### config.mk
export PLATFORM = sky130hd
export DESIGN_NAME = rr_encoder8x3
export DESIGN_NICKNAME = d
export VERILOG_FILES = /design/src/rtl/rr_encoder8x3_pkg.sv /design/src/rtl/rr_encoder8x3_pick.sv /design/src/rtl/rr_encoder8x3.sv
export SDC_FILE = /design/constraint.sdc
export NUM_CORES = 1
export LEC_CHECK = 0
export BUFFER_PORTS_ARGS = -buffer_cell sky130_fd_sc_hd__buf_2
export CAP_MARGIN = 25
export CORE_AREA = 2 2 51 53
export CTS_CLUSTER_SIZE = 12
export DETAILED_ROUTE_END_ITERATION = 10
export DIE_AREA = 0 0 53 55
export HOLD_SLACK_MARGIN = 0.03
export PLACE_DENSITY = 0.76
export REMOVE_ABC_BUFFERS = 1
export SKIP_LAST_GASP = 1
export SLEW_MARGIN = 20
export SYNTH_ARGS = -nofsm -noshare
export SYNTH_HDL_FRONTEND = slang
export SYNTH_SLANG_ARGS = --single-unit
### constraint.sdc
create_clock -name clk -period 3.6 [get_ports clk]
set_input_delay 0.72 -clock clk [delete_from_list [all_inputs] [get_ports clk]]
set_output_delay 0.72 -clock clk [all_outputs]
set_load 0.01 [all_outputs]
### src/rtl/rr_encoder8x3_pkg.sv
// Shared constants and state encoding for the round-robin 8-to-3 encoder.
package rr_encoder8x3_pkg;

    localparam int unsigned NUM_REQ = 8;
    localparam int unsigned IDX_W   = 3;

    typedef enum logic {
        ST_IDLE  = 1'b0,
        ST_GRANT = 1'b1
    } state_e;

endpackage

### src/rtl/rr_encoder8x3_pick.sv
// Combinational rotating-priority pick: first set request at or above ptr, wrapping.
module rr_pick
    import rr_encoder8x3_pkg::*;
(
    input  logic [NUM_REQ-1:0] req_i,
    input  logic [IDX_W-1:0]   ptr_i,
    output logic [IDX_W-1:0]   idx_o,
    output logic [0:0]         any_o
);

    logic [2*NUM_REQ-1:0] dbl;
    logic [NUM_REQ-1:0]   rot;
    logic [IDX_W-1:0]     off;

    // Rotating the doubled vector puts req[ptr] at bit 0.
    assign dbl = {req_i, req_i} >> ptr_i;
    assign rot = dbl[NUM_REQ-1:0];

    always_comb begin
        off = '0;
        for (int i = NUM_REQ - 1; i >= 0; i--) begin
            if (rot[i]) begin
                off = IDX_W'(i);
            end
        end
    end

    assign idx_o = ptr_i + off;
    assign any_o = |req_i;

endmodule

### src/rtl/rr_encoder8x3.sv
// Registered 8-to-3 round-robin encoder with sticky grant and valid/ready output.
module rr_encoder8x3
    import rr_encoder8x3_pkg::*;
(
    input  logic               clk,
    input  logic               rst_n,
    input  logic [NUM_REQ-1:0] req,
    input  logic               out_ready,
    output logic               out_valid,
    output logic [IDX_W-1:0]   code,
    output logic [NUM_REQ-1:0] grant_oh,
    output logic               none
);

    state_e             state_q, state_d;
    logic [IDX_W-1:0]   ptr_q, ptr_d;
    logic [IDX_W-1:0]   code_q, code_d;
    logic [NUM_REQ-1:0] grant_q, grant_d;
    logic               valid_q, valid_d;
    logic               none_q, none_d;

    logic [IDX_W-1:0]   pick_idx;
    logic [0:0]         pick_any;

    rr_pick u_pick (
        .req_i (req),
        .ptr_i (ptr_q),
        .idx_o (pick_idx),
        .any_o (pick_any)
    );

    always_ff @(posedge clk) begin
        if (!rst_n) begin
            state_q <= ST_IDLE;
            ptr_q   <= '0;
            code_q  <= '0;
            grant_q <= '0;
            valid_q <= 1'b0;
            none_q  <= 1'b1;
        end else begin
            state_q <= state_d;
            ptr_q   <= ptr_d;
            code_q  <= code_d;
            grant_q <= grant_d;
            valid_q <= valid_d;
            none_q  <= none_d;
        end
    end

    always_comb begin
        state_d = state_q;
        ptr_d   = ptr_q;
        code_d  = code_q;
        grant_d = grant_q;
        valid_d = valid_q;
        none_d  = none_q;
        unique case (state_q)
            ST_IDLE: begin
                if (pick_any[0]) begin
                    code_d  = pick_idx;
                    grant_d = NUM_REQ'(1) << pick_idx;
                    valid_d = 1'b1;
                    none_d  = 1'b0;
                    state_d = ST_GRANT;
                end else begin
                    none_d  = 1'b1;
                end
            end
            ST_GRANT: begin
                // Accept: advance priority past the winner; code is left as-is.
                if (out_ready) begin
                    ptr_d   = code_q + IDX_W'(1);
                    grant_d = '0;
                    valid_d = 1'b0;
                    state_d = ST_IDLE;
                end
            end
            default: state_d = ST_IDLE;
        endcase
    end

    assign out_valid = valid_q;
    assign code      = code_q;
    assign grant_oh  = grant_q;
    assign none      = none_q;

endmodule

==> results.cfg <==
[synth]
synthAdderAreaFrac = 0.0460
ys_seq_area_frac = 0.278
yosys_warnings = 0
ys_types = 46
synthSimpleGateAreaFrac = 0.225
synth-compound-area-share = 0.234
synth_flop_cell = dfxtp_1
synth_top_family_by_area = compound AO/OA/AOI/OAI gates
synth_seq_cells = 17
synth-xor-area-share = 0.0337
async_reset_ff_frac = 0
netlist_instances = 149
synth_edf_count = 0
syn_area_per_cell_um2 = 8.21
synth_area_mm2 = 0.00122
synthMuxAreaShare = 0.130

[placement]
dpl.hpwl_mm = 2.31
place_congestion = 0.935
dp_cells = 204
io_buffer_count = 23

[detailed_routing]
ant_nets = 0
via_count = 1202
drcViolationCount = 0
via_per_inst = 5.78
wl_per_cell_um = 13.8
initialDrtViolationCount = 33
firstDrtPassIters = 4
finalWirelength_mm = 2.87

[die]
start_util = 0.517
die_y_um = 55
rows = 18
num_io_pins = 24
fp.dieW_um = 53
core_area_mm2 = 0.00236
die_area_mm2 = 0.00292

[critical_path]
reg2reg_from = ptr_q[1]
path_depth = 12
startpoint_type = flop
crit_chain = buf_4, mux2i_1, mux2_2, a311oi_1, a311oi_1, o21ai_1, a32o_1, ha_1, inv_1, fa_1, nor3b_1, a22o_1
path_max_fanout = 15
crit_type = reg2reg
crit_path_top_delay_cell = dfxtp_2
cp_num_buf_inv = 2
crit_required_ns = 3.84
startpoint = ptr_q[1]
reg2regPathDepth = 12
cp-endpoint = grant_oh[7]
path_delay_family = compound AO/OA/AOI/OAI gates
cp_common_cell = a311oi_1
cp-end-kind = flop
r2r_end = grant_oh[7]
r2r_slack_ns = 0.28
slowest_delay_ns = 0.50
cp.arrival_ns = 3.56

[pwr]
vdd_drop_max_mv = 0.265
p_leak_nw = 0.594
clockPowerShare = 0.208
powerDensity_mw_per_mm2 = 342
intPower_mw = 0.322
p_comb_frac = 0.350
pwr-share-seq = 0.442
p_sw_frac = 0.342
switchingPower_mw = 0.167

[sta]
slew_headroom = 0.517
slew_viol_final = 0
rsz0062_at_grt = no
final_hold_viol_count = 0
tns_ns = 0
fin_crit_sh = 0.921
fin_crit_ns = 3.32
finalSetupViolations = 0
worst_pin_slew_ns = 0.722
fin_worst_skew_ns = 0.00418
max_freq_mhz = 302

[clock_network]
htreeDepth = 1
root_buffer = clkbuf_4
insertion_delay_ns = 0.29
cts_buffer_depth = 2
cts_setup_buffers = 0
ctsResizeCount = 0
cts_tree = yes
ctsHoldBuffers = 0
cts_made_buffers = 3
clkSinkCount = 17
cts.clk_slew.worst_paths_ns = 0.10

[cells_and_area]
n_fill_cell = 221
layout_common_cells = buf_2 (23), nand2_1 (18), nor2_1 (17)
fin_cells = 208
syn_to_final_growth_pct = 16.9
num-nets-final = 193
layout_commonest_cell = buf_2
diodes = 0
drive_above_1_share = 0.275

[global_routing]
antenna_found_initial = 0
grt_use_total = 0.224
grt_pass1_vias = 1061
grt_pass1_wl_mm = 4.73
grt_overflow = 0
grt_max_degree = 16

[worst_hold_path]
hold_class = reg2reg

[status]
status = finished clean

[job]
cap_violations = 0
[area by class of cell]
cell class,count,area (um2),share of cell area
Tap cell,30,37.5,0.0262
Sequential cell,17,342,0.239
Multi-Input combinational cell,119,818,0.572
Timing Repair Buffer,32,183,0.128
Clock inverter,1,5.00,0.00350
Inverter,6,22.5,0.0157
Clock buffer,3,22.5,0.0157
[cells by family (layout without fill, tap and decap cells)]
group	Yosys count	after routing
buffers and inverters	13	42
DFF	17	17
xor gates and xnor gates	3	3
and+or+nand+nor	57	57
adders and majority gates	4	4
muxes	14	14
AOI/OAI and AO/OA	41	41
[flip-flops by register name, indices dropped and copies added (netlist names)]
signal,cells
none,1
out_valid,1
state_q,1
grant_oh,8
ptr_q,3
code,3
[worst min path at each step]
stage,startpoint,to,slack (ns),cells after the start
6_report,grant_oh[0],grant_oh[0],0.46,2
5_1_grt,grant_oh[0],grant_oh[0],0.48,2
4_1_cts,grant_oh[0],grant_oh[0],0.46,2
3_5_place_dp,grant_oh[0],grant_oh[0],0.44,2
3_3_place_gp,grant_oh[4],grant_oh[4],0.43,2
2_1_floorplan,grant_oh[0],grant_oh[0],0.47,2
[cells in the mapped netlist, types with 3 or more instances]
cell,instances,area (um2)
nand2_1,18,67.6
a21oi_1,8,40.0
nor3b_1,4,30.0
a22o_1,4,35.0
dfxtp_1,17,340
nor2_1,17,63.8
o211ai_1,3,22.5
o21ai_0,6,30.0
nand3_1,4,20.0
clkbuf_1,4,15.0
inv_1,6,22.5
o21ai_1,3,15.0
mux2i_1,8,80.1
mux2_2,5,56.3
nor3_1,5,25.0
[power groups by stage]
| stage | clock network, mW | registers [mW] | logic (mW) |
|---|---|---|---|
| 2_1_floorplan | 0 | 0.228 | 0.100 |
| 3_3_place_gp | 0 | 0.220 | 0.167 |
| 3_5_place_dp | 0 | 0.221 | 0.170 |
| 4_1_cts | 0.107 | 0.216 | 0.171 |
| 5_1_grt | 0.113 | 0.219 | 0.190 |
| 6_report | 0.102 | 0.216 | 0.171 |
[worst reg2reg max path: cells and delay by family, from the launching register on]
kind / cells / cell delay [ns]
DFF: 1 / 0.50
AOI/OAI and AO/OA: 5 / 0.92
buffers and inverters: 2 / 0.31
adders and majority gates: 2 / 0.62
muxes: 2 / 0.59
and+or+nand+nor: 1 / 0.31
[per-layer routing]
metal / vias to the layer above / wire length [um] / global-route usage
met5: - / 0 / 0
met1: 566 / 1310 / 0.290
li1: 608 / - / -
met2: 24 / 1430 / 0.385
met3: 4 / 85 / 0.0242
met4: 0 / 34 / 0.0897
[metrics by stage]
step           instance area, um2  hold WS [ns]  utilization  setup slack [ns]  power (mW)
6_report                     1430         0.455        0.605             0.284       0.490
5_1_grt                      1430         0.476        0.605            0.0216       0.522
4_1_cts                      1430         0.456        0.604             0.117       0.495
3_5_place_dp                 1400         0.441        0.593            0.0694       0.391
3_3_place_gp                 1400         0.432        0.593             0.156       0.387
2_1_floorplan                1180         0.470            -             0.159       0.328
No activity file was read; power rests on OpenSTA's default activity.
